### config.mk
export PLATFORM = sky130hd
export DESIGN_NAME = inst_fetch_unit
export DESIGN_NICKNAME = d
export VERILOG_FILES = /design/src/rtl/inst_fetch_unit.sv
export SDC_FILE = /design/constraint.sdc
export NUM_CORES = 1
export LEC_CHECK = 0
export ABC_AREA = 1
export BUFFER_PORTS_ARGS = -buffer_cell sky130_fd_sc_hd__buf_2
export CAP_MARGIN = 20
export CORE_MARGIN = 2
export CORE_UTILIZATION = 25
export DETAILED_ROUTE_END_ITERATION = 10
export GPL_TIMING_DRIVEN = 1
export HOLD_SLACK_MARGIN = 0.08
export SKIP_CTS_REPAIR_TIMING = 1
export SLEW_MARGIN = 20
export SYNTH_ARGS = -nofsm -noshare
export SYNTH_HDL_FRONTEND = slang
export SYNTH_SLANG_ARGS = --single-unit
### constraint.sdc
create_clock -name clk_50 -period 2.8 [get_ports clk_50]
set_input_delay 0.14 -clock clk_50 [delete_from_list [all_inputs] [get_ports clk_50]]
set_output_delay 0.14 -clock clk_50 [all_outputs]
set_load 0.01 [all_outputs]
### src/rtl/inst_fetch_unit.sv
// Fetch stage: owns the program counter, drives instruction-memory addresses and
// pairs each returned word with its PC for decode, honouring stall, redirect and halt.
module inst_fetch_unit #(
  parameter logic [31:0] RESET_PC  = 32'h0000_0000,
  parameter logic [31:0] NOP_INST  = 32'h0000_0013,
  parameter logic [31:0] HALT_INST = 32'h0000_0000
) (
  input  logic        clk_50,
  input  logic        rst_n,
  output logic [31:0] imem_addr,
  input  logic [31:0] imem_inst,
  input  logic        stall_i,
  input  logic        redirect_i,
  input  logic [31:0] redirect_pc_i,
  output logic [31:0] if_pc_o,
  output logic [31:0] if_inst_o,
  output logic        if_valid_o,
  output logic        halted_o,
  output logic [31:0] fetch_count_o
);

  typedef enum logic {RUN, HALT} state_t;

  state_t      state;
  logic [31:0] pc_q;
  logic [31:0] rsp_pc_q;
  logic        rsp_valid_q;
  logic [31:0] cnt_q;

  logic [31:0] tgt;
  logic        is_halt;
  logic        hold_out;

  function automatic logic [31:0] pc_incr(input logic [31:0] pc);
    return pc + 32'd4;
  endfunction

  assign tgt      = {redirect_pc_i[31:2], 2'b00};
  assign is_halt  = rsp_valid_q && (imem_inst == HALT_INST);
  assign hold_out = stall_i && if_valid_o;

  assign if_pc_o       = rsp_pc_q;
  assign if_inst_o     = rsp_valid_q ? imem_inst : NOP_INST;
  assign if_valid_o    = rsp_valid_q && (state == RUN) && !is_halt && !redirect_i;
  assign halted_o      = (state == HALT);
  assign fetch_count_o = cnt_q;

  // Re-presenting rsp_pc_q keeps imem_inst stable while the word is held or halted.
  always_comb begin
    imem_addr = pc_q;
    if (redirect_i)
      imem_addr = tgt;
    else if (state == HALT)
      imem_addr = rsp_pc_q;
    else if (hold_out)
      imem_addr = rsp_pc_q;
  end

  always_ff @(posedge clk_50 or negedge rst_n) begin
    if (!rst_n) begin
      state       <= RUN;
      pc_q        <= RESET_PC;
      rsp_pc_q    <= RESET_PC;
      rsp_valid_q <= 1'b0;
      cnt_q       <= 32'd0;
    end else begin
      if (if_valid_o && !stall_i)
        cnt_q <= cnt_q + 32'd1;

      if (redirect_i) begin
        rsp_pc_q    <= tgt;
        pc_q        <= pc_incr(tgt);
        rsp_valid_q <= 1'b1;
        state       <= RUN;
      end else if (state == HALT) begin
        state <= HALT;
      end else if (is_halt) begin
        state       <= HALT;
        rsp_valid_q <= 1'b1;
      end else if (!hold_out) begin
        // A stalled bubble still advances so decode never waits on an empty slot.
        rsp_pc_q    <= pc_q;
        pc_q        <= pc_incr(pc_q);
        rsp_valid_q <= 1'b1;
      end
    end
  end

endmodule

== Yosys cells after proc, flatten, opt, wreduce, memory -nomap -nowiden ==
Cells that the tools add are included.

* Word-level logic and storage cells: 44
* Input port bits: 68
* Bits in registers: 98

* Muxes and demuxes: 18
* Bitwise logic cells: 1
* Equality and inequality tests: 4
* Reductions and logical operators: 13
* $add $sub $neg: 3

{| class="wikitable"
|+ Operator list
! kind !! count
|-
| $mux W32 || 11
|-
| $add A32 B3 Y32 const B || 2
|-
| $add A32 B1 Y32 const B || 1
|-
| $logic_not A32 Y1 || 1
|-
| $mux W1 || 7
|-
| $logic_and A1 B1 Y1 || 6
|-
| $ne A2 B2 Y1 const B || 3
|-
| $reduce_and A2 Y1 || 2
|-
| $logic_not A1 Y1 || 3
|-
| $ne A3 B3 Y1 const B || 1
|-
| $reduce_and A3 Y1 || 1
|-
| $not A1 Y1 || 1
|}

== Longest topological paths before layout ==
Gate-level depths: netlist (run 1).

* Depth after elaboration: 10
* Depth in mapped cells: 14
* Mapped depth without buffers: 13

== Least setup slack after synthesis (run 1) ==
No wires, ideal clock.

* Path kind: reg2out
* Start: register rsp_valid_q
* End: output imem_addr[10]
* Stages on the path, launching flop included: 10
* Data arrival time: 1.529 ns
* Path slack: 1.131 ns
* Data required time: 2.660 ns
* Path buffers: 1
* Cell sequence: dfrtp_1 -> nand2_1 -> nor2_1 -> and2_1 -> nand3_1 -> nand3_1 -> nand2_1 -> clkbuf_1 -> nand2_1 -> nand3_1

* Word-level cells in the longest chain between the ends: 8

{| class="wikitable"
|+ Ends and longest elaborated chain
! element !! RTL line !! source
|-
| start, declared || 27 || <nowiki>logic rsp_valid_q;</nowiki>
|-
| start signal, assigned || 64 || <nowiki>rsp_valid_q <= 1'b0;</nowiki>
|-
| start signal, assigned || 73 || <nowiki>rsp_valid_q <= 1'b1;</nowiki>
|-
| start signal, assigned || 79 || <nowiki>rsp_valid_q <= 1'b1;</nowiki>
|-
| $logic_and A1 B1 Y1 || 39 || <nowiki>assign is_halt = rsp_valid_q && (imem_inst == HALT_INST);</nowiki>
|-
| $logic_not A1 Y1 || 44 || <nowiki>assign if_valid_o = rsp_valid_q && (state == RUN) && !is_halt && !redirect_i;</nowiki>
|-
| $logic_and A1 B1 Y1 * (2 in a row) || 44 ||
|-
| $logic_and A1 B1 Y1 * || 40 || <nowiki>assign hold_out = stall_i && if_valid_o;</nowiki>
|-
| $mux W32 * || 55 || <nowiki>else if (hold_out)</nowiki>
|-
| $mux W32 * || 53 || <nowiki>else if (state == HALT)</nowiki>
|-
| $mux W32 * || 51 || <nowiki>if (redirect_i)</nowiki>
|-
| end, declared || 10 || <nowiki>output logic [31:0] imem_addr,</nowiki>
|}

Every way passes the cells marked *; elsewhere a longest branch is shown, timed or not.

== Final worst setup path (run 1) ==
* Start: register rsp_valid_q
* End: output imem_addr[1]

The elaborated chain is that of the path after synthesis.

==> impl_metrics.yaml, run 1 <==
outcome:
  status: "finished, final reports clean"
timing:
  finalSetupTns_ns: 0
  relSlewSlack: 0.438
  fmax_ghz: 0.449
  finalSetupViolCount: 0
  final_hold_viol_count: 0
  slew_violations: 0
  min_period_over_period: 0.795
  worstMarginPinSlew_ns: 0.842
  min_period_ns: 2.23
  rsz0062_at_grt: "no"
  setup_ws_ns: 0.573
  fin_skew_ns: 0.0125
clock_network:
  h-tree-depth: 3
  cts.sinks: 96
  cts_tree: "built"
  cts-root-buf: "clkbuf_16"
  clkTransAtPathRegs_ns: 0.08
  clockBufferDepth: 2
  cts-buffers-inserted: 9
  clkLatencyLatePin_ns: 0.36
floorplan:
  core_um2: 28900
  die_width_um: 176
  rows: 62
  die_h_um: 176
  design.die.area_um2: 30800
  start_util: 0.255
  io_pins: 198
global_routing:
  first_global_vias: 7628
  antenna_found_initial: 0
  met2_usage: 0.286
  grt_use_total: 0.162
  grt_max_degree: 55
  globalRouteMet1Util: 0.208
  grt-busiest-layer: "met2"
  grt_overflow: 0
  grt_pass1_wl_mm: 40.3
  grt.met3_usage: 0.0260
critical_path:
  cp-start-kind: "flop"
  critPathCaptureType: "output pin"
  worstPathRequired_ns: 2.66
  worstRegToRegCells: 8
  worstPathArrival_ns: 2.09
  r2r_setup_slack_ns: 0.83
  reg2reg_from: "rsp_valid_q$_DFFE_PN0P_"
  path_class: "reg -> out"
  r2r-end: "pc_q[13]$_DFFE_PN0P_"
  cp_max_fo: 20
logic_synthesis:
  synth_top_flop_cell: "dfrtp_1"
  syn_nets: 1290
  yosys-top-cells-area: "dfrtp_1 33%, nand2_1 27%, nand3_1 10%"
  ys_ff_latch: 96
  yosysTopAreaCell: "dfrtp_1"
  synthArstFlopShare: 1.00
  synth_top_area_frac: 0.327
  synth_edf_count: 0
  syn_area_per_cell_um2: 6.03
  post-synth-top-count-cell: "nand2_1"
  synth-seq-area-share: 0.327
  syn-cell-area_um2: 7360
  ys_types: 30
  postSynthCellCount: 1220
  yosys_warnings: 0
  synthTopCellsByCount: "524 x nand2_1, 154 x nand3_1, 141 x inv_1, 99 x nor2_1, 96 x dfrtp_1"
placed_design:
  post-place-ws_ns: 0.597
  numPortBuffers: 195
  placed_area_um2: 8780
  gp_congestion: 0.929
  placed_cells: 1769
  dp_hpwl_mm: 19.3
min_path:
  hold_start: "redirect_pc_i[31]"
  hold_depth: 5
  whs_endpoint: "if_pc_o[31]$_DFFE_PN0P_"
  hp-class: "in -> reg"
finish:
  layout.nets: 1467
  diodes: 0
  area_delta_synth_final_pct: 24.0
  drive_gt1_frac: 0.181
  fin_util: 0.316
  stdcell_area_um2: 9120
  final_cells: 1786
detailed_routing:
  dr.pass1.iters: 7
  wl_per_cell_um: 14.2
  vias: 8222
  drt_iter0_drc: 517
  wirelength_mm: 25.4
  drcViolationCount: 0
  ant_nets: 0
  vias_per_cell: 4.60
power:
  ir_drop_v: 0.000278
  p_per_area_nw_per_um2: 462
  p_leak_nw: 5.27
run:
  drv_cap: 0
[routing by layer]
layer | vias up | wire length (um)
met5 | - | 0
met4 | 0 | 351
met3 | 26 | 1460
met2 | 273 | 12300
met1 | 3766 | 11300
li1 | 4157 | -
[per-stage QoR]
step | hold WS (ns) | power, W
after floorplan | -0.156 | 0.00237
after global placement | 0.193 | 0.00281
after detailed placement | 0.192 | 0.00283
after CTS | -0.192 | 0.00426
after global routing | 0.139 | 0.00448
final | 0.120 | 0.00421
[power by group]
group          internal, W  switching, W  leakage, nW
Sequential         0.00154      0.000157         1.21
Clock             0.000803      0.000614        0.161
Combinational     0.000415      0.000682         3.90
[registers in the layout, indices dropped and copies added (netlist names)]
name and flops:
fetch_count_o 32, rsp_valid_q 1, pc_q 30, halted_o 1, if_pc_o 32
[worst max-delay path, stage by stage (launching register included)]
cell and delay [ns]:
dfrtp_1 0.40, nand2_1 0.09, nor2_1 0.06, and2_1 0.15, nand3_1 0.12, nand3_2 0.14, nand2_1 0.14, buf_4 0.28
inv_1 0.09, nor2_1 0.11, buf_2 0.14
[cell families after synthesis]
logic type,Yosys count,share of synthesized area
simple gates,851,0.487
compound gates,40,0.0374
flops,96,0.327
fa+ha+maj,2,0.00340
xor+xnor,33,0.0393
buf+inv,198,0.107
[final cells by class]
class,instances,area [um^2]
clock buffers,10,229
clock inverters,6,100
fillers,3257,19700
inverters,147,552
multi-input cells,926,4180
flip-flops and latches,96,2400
well taps,384,480
repair buffers,217,1170
[cell usage in the layout, fill, tap and decap left out, drive strengths merged]
cell type,Yosys,final
a21boi,29,29
xor2,18,18
nor2,107,107
nand3b,6,6
or2,2,2
dfrtp,96,96
nor3,15,15
nand3,155,155
a21oi,1,1
xnor2,15,15
and2,1,1
ha,2,2
buf,23,216
clkinv,1,2
nand4,37,37
o21ai,9,9
o21bai,1,1
clkbuf,28,10
dlygate4sd3,0,1
bufinv,0,2
inv,146,149
nand2,528,528
[worst max path at each step]
stage                            start  depth (start not counted)  slack (ns)              endpoint
2_1_floorplan  rsp_valid_q$_DFFE_PN0P_                          9        1.13         imem_addr[10]
3_3_place_gp                redirect_i                         13        0.59  pc_q[30]$_DFFE_PN0P_
3_5_place_dp                redirect_i                         13        0.60  pc_q[30]$_DFFE_PN0P_
4_1_cts        rsp_valid_q$_DFFE_PN0P_                         10        0.53          imem_addr[1]
5_1_grt        rsp_valid_q$_DFFE_PN0P_                         10        0.34          imem_addr[0]
6_report       rsp_valid_q$_DFFE_PN0P_                         10        0.57          imem_addr[1]
Power figures use the tool's default switching activity.
==> run 2, diff against run 1 <==
- clock period: 2.8 -> 2.3 ns (I/O delays scaled with it)
==> run 2 against run 1 <==
Clock power increased by 8%. Combinational power increased by 24%. Non-clock buffer count increased by 8. Utilization increased by 0.065 points. Count of clock-buffer cells in the layout unchanged. First-iteration DRC count increased by 3.9%. Sequential share of layout area decreased by 0.054 points. Highest routed layer unchanged. Global-route usage increased by 0.20 points. Cell count increased by 0.28%. Critical path type unchanged.
==> impl_metrics.yaml, run 2 (synthesized netlist as in run 1, its figures left out) <==
clock_network:
  cts_tree: "built"
  h-tree-depth: 3
  cts-root-buf: "clkbuf_16"
  clockBufferDepth: 2
  clkLatencyLatePin_ns: 0.36
  cts-buffers-inserted: 9
  cts.sinks: 96
  clkTransAtPathRegs_ns: 0.07
timing:
  min_period_over_period: 0.930
  final_hold_viol_count: 0
  rsz0062_at_grt: "no"
  relSlewSlack: 0.419
  finalSetupTns_ns: 0
  finalSetupViolCount: 0
  worstMarginPinSlew_ns: 0.870
  fin_skew_ns: 0.0121
  min_period_ns: 2.14
  fmax_ghz: 0.467
  slew_violations: 0
detailed_routing:
  drt_iter0_drc: 537
  ant_nets: 0
  dr.pass1.iters: 5
  vias: 8230
  drcViolationCount: 0
  wirelength_mm: 25.7
  vias_per_cell: 4.60
  wl_per_cell_um: 14.3
global_routing:
  grt_pass1_wl_mm: 40.4
  antenna_found_initial: 0
  grt_overflow: 0
  first_global_vias: 7590
  grt_max_degree: 56
  grt_use_total: 0.164
min_path:
  hp-class: "in -> reg"
  hold_start: "redirect_pc_i[31]"
floorplan:
  die_width_um: 176
  design.die.area_um2: 30800
  core_um2: 28900
  io_pins: 198
  rows: 62
  die_h_um: 176
  start_util: 0.255
finish:
  mostFrequentLayoutCell: "nand2_1"
  drive_gt1_frac: 0.184
  layout.nets: 1475
  final_cell_mix: "524 x nand2_1, 194 x buf_2, 153 x nand3_1"
  nFillCells: 3270
  final_cells: 1791
  diodes: 0
  area_delta_synth_final_pct: 24.2
power:
  p_per_area_nw_per_um2: 542
  ir_drop_v: 0.000348
  p_leak_nw: 5.28
  power.total_w: 0.00495
critical_path:
  worstPathRequired_ns: 2.18
  critPathCaptureType: "output pin"
  reg2reg_from: "fetch_count_o[1]$_DFFE_PN0P_"
  cp-startpoint: "halted_o$_DFF_PN0_"
  worstPathArrival_ns: 2.02
  cp_max_fo: 10
  cp-start-kind: "flop"
  path_class: "reg -> out"
placed_design:
  placed_cells: 1777
  dp_hpwl_mm: 19.6
  gp_congestion: 0.913
  numPortBuffers: 195
outcome:
  status: "finished, final reports clean"
run:
  drv_cap: 0
run 2: changes by cell type in the layout (fill, tap and decap cells not counted), sizes merged:
cell	before	now
buf	216	224
inv	149	146
bufinv	2	1
clkinvlp	0	1
run 2: area by class of cell:
cell class / count / area [um^2] / share of cell area
tap: 384 / 480 / 0.0526
inverter: 147 / 552 / 0.0604
clock buffer: 10 / 229 / 0.0251
clock inverter: 3 / 46.3 / 0.00507
multi-input combinational: 926 / 4180 / 0.458
timing repair buffer: 225 / 1240 / 0.136
sequential: 96 / 2400 / 0.263
run 2: path summary, 6_finish.rpt:
| kind | to | slack (ns) | cells past startpoint |
|---|---|---|---|
| worst max-delay path | imem_addr[29] | 0.16 | 7 |
| worst min-delay path | if_pc_o[31]$_DFFE_PN0P_ | 0.08 | 5 |
| worst max register to register | fetch_count_o[10]$_DFFE_PN0P_ | 0.42 | 8 |
| worst min register to register | pc_q[5]$_DFFE_PN0P_ | 0.48 | 2 |
| max in group asynchronous | rsp_valid_q$_DFFE_PN0P_ | 1.41 | 3 |
| min in group asynchronous | fetch_count_o[29]$_DFFE_PN0P_ | 0.23 | 2 |
run 2: critical path, cell delays in order (launching register included):
cell and delay [ns]:
dfrtp_1 0.51, nor3_4 0.29, nand3_2 0.16, nand2_1 0.15, buf_4 0.20, nand2_1 0.07, nand3_1 0.10, buf_2 0.19
run 2: routing by layer:
layer  GRT usage  up-vias  routed length, um
met4      0.0327        0                240
met5           0        -                  0
met1       0.217     3758              11600
met3      0.0279       19               1570
met2       0.282      296              12300
li1            -     4157                  -
run 2: through the flow:
step	worst slack [ns]	utilization	instance area [um^2]	hold slack, ns
2_1_floorplan	0.656	-	7360	-0.181
3_3_place_gp	0.220	0.307	8850	0.0854
3_5_place_dp	0.202	0.307	8850	0.0914
4_1_cts	0.126	0.316	9130	-0.289
5_1_grt	0.00950	0.317	9140	0.130
6_report	0.161	0.317	9140	0.0776
run 2: report_power, final:
part	internal [W]	switching, W
registers	0.00188	0.000192
logic	0.000515	0.000841
clock network	0.000830	0.000699
total	0.00322	0.00173
==> run 3, diff against run 2 <==
- CELL_PAD_IN_SITES_DETAIL_PLACEMENT: unset -> 0
- CELL_PAD_IN_SITES_GLOBAL_PLACEMENT: unset -> 1
- PLACE_DENSITY_LB_ADDON: unset -> 0.1
==> run 3 against run 2 <==
Total power rose by 5.0%. Critical path type unchanged. Clock power grew 15%. First-iteration DRC count down 26%. Highest routed layer unchanged. Critical path depth increased by 3. Register-to-register slack better by 0.02 ns. Fmax up 0.29%. Routed wire length rose by 6.8%. Sequential power barely moved. Die area stayed put. Largest cell class unchanged. Utilization up 0.65 points. Worst hold slack better by 0.0089 ns. Combinational power about the same.
==> impl_metrics.yaml, run 3 (synthesized netlist as in run 1, its figures left out) <==
critical_path:
  slowest_stage: "dfrtp_1"
  critPathCaptureType: "output pin"
  path_class: "reg -> out"
  cp_top_family: "simple AND/OR/NAND/NOR gates"
  worstPathArrival_ns: 2.02
  worstPathRequired_ns: 2.18
  max_stage_delay_ns: 0.38
  crit_path_cell_trace: "nand2_1 > nor2_2 > and2_1 > nand3_2 > nand3_4 > nand2_2 > buf_12 > nand2_1 > nand3_1 > buf_2"
  cp_max_fo: 16
  cp-start-kind: "flop"
  cp_num_buf_inv: 2
  crit_top_cell: "nand2_1"
global_routing:
  grt_use_total: 0.178
  first_global_vias: 8089
  grt_max_degree: 49
  grt_pass1_wl_mm: 43.9
  antenna_found_initial: 0
  grt_overflow: 0
finish:
  layout.nets: 1480
  stdcell_area_um2: 9330
  diodes: 0
  drive_gt1_frac: 0.192
  area_delta_synth_final_pct: 26.8
  mostFrequentLayoutCell: "nand2_1"
  final_cell_mix: "523 x nand2_1, 194 x buf_2, 152 x nand3_1"
power:
  p_clk_frac: 0.338
  seqPwrFrac: 0.397
  p_per_area_nw_per_um2: 558
  power.share.switching: 0.346
  p_leak_nw: 5.36
  ir_drop_v: 0.000435
  switchingPower_w: 0.00180
  p_comb_frac: 0.265
  power.internal_w: 0.00340
detailed_routing:
  vias_per_cell: 4.46
  wl_per_cell_um: 15.2
  dr.pass1.iters: 5
  drcViolationCount: 0
  wirelength_mm: 27.4
  ant_nets: 0
  drt_iter0_drc: 399
  vias: 8019
floorplan:
  core_um2: 28900
  start_util: 0.255
  io_pins: 198
  design.die.area_um2: 30800
  die_h_um: 176
  rows: 62
  die_width_um: 176
timing:
  rsz0062_at_grt: "no"
  whs_ns: 0.0865
  finalSetupTns_ns: 0
  slew_violations: 0
  fmax_ghz: 0.469
  min_period_ns: 2.13
  final_hold_viol_count: 0
  relSlewSlack: 0.642
  fin_skew_ns: 0.0110
  min_period_over_period: 0.927
  worstMarginPinSlew_ns: 0.535
  finalSetupViolCount: 0
outcome:
  status: "finished, final reports clean"
run:
  drv_cap: 0
clock_network:
  h-tree-depth: 3
  clkLatencyLatePin_ns: 0.36
  cts-buffers-inserted: 9
  cts_tree: "built"
  clockBufferDepth: 2
  cts-root-buf: "clkbuf_16"
  clkTransAtPathRegs_ns: 0.08
  cts.sinks: 96
placed_design:
  numPortBuffers: 195
  dp_hpwl_mm: 20.6
  gp_congestion: 0.892
  placed_area_um2: 8920
min_path:
  hp-class: "in -> reg"
[run 3: path summary, 6_finish.rpt]
path,slack [ns],depth (start not counted),start,end
worst max-delay path,0.17,10,rsp_valid_q$_DFFE_PN0P_,imem_addr[30]
worst min-delay path,0.09,5,redirect_pc_i[31],if_pc_o[31]$_DFFE_PN0P_
worst max register to register,0.44,9,rsp_valid_q$_DFFE_PN0P_,if_pc_o[17]$_DFFE_PN0P_
max in group asynchronous,1.40,3,rst_n,pc_q[18]$_DFFE_PN0P_
worst min register to register,0.48,2,pc_q[7]$_DFFE_PN0P_,pc_q[7]$_DFFE_PN0P_
min in group asynchronous,0.25,2,rst_n,if_pc_o[9]$_DFFE_PN0P_
[run 3: power by group through the flow]
stage	combinational [W]	clock, W	sequential (W)
floorplan	0.000774	0	0.00211
global placement	0.00138	0	0.00210
detailed placement	0.00139	0	0.00209
CTS	0.00139	0.00183	0.00206
global route	0.00158	0.00187	0.00210
finish	0.00138	0.00176	0.00206
[run 3: layout make-up]
type,instances,area [um^2]
clock buffers,10,239
clock inverters,6,90.1
fillers,3347,19500
inverters,147,552
multi-input cells,926,4210
flip-flops and latches,96,2400
well taps,384,480
repair buffers,230,1350
[run 3: stage by stage]
stage                      util  cells  setup slack (ns)  power [W]
after global placement    0.309   1778             0.247    0.00348
after detailed placement  0.309   1778             0.243    0.00348
after floorplan               -   1220             0.656    0.00288
final                     0.323   1799             0.167    0.00520
after CTS                 0.320   1794           -0.0181    0.00528
after global routing      0.323   1799           0.00284    0.00555
[run 3: per-layer routing]
metal,GRT usage,share of wire,wire [um],vias up
met5,0,0,0,-
met2,0.322,0.50,13700,149
met3,0.0236,0.029,788,16
met4,0.0379,0.010,284,0
met1,0.227,0.46,12600,3678
li1,-,-,-,4176
[run 3: worst register-to-register path: stages (launching register included)]
cell	delay (ns)
dfrtp_1	0.38
nand2_1	0.09
nor2_2	0.12
nand3_1	0.13
nor2_2	0.26
nand2_1	0.08
nand2_1	0.12
buf_4	0.35
a21boi_0	0.16
nand2_1	0.09
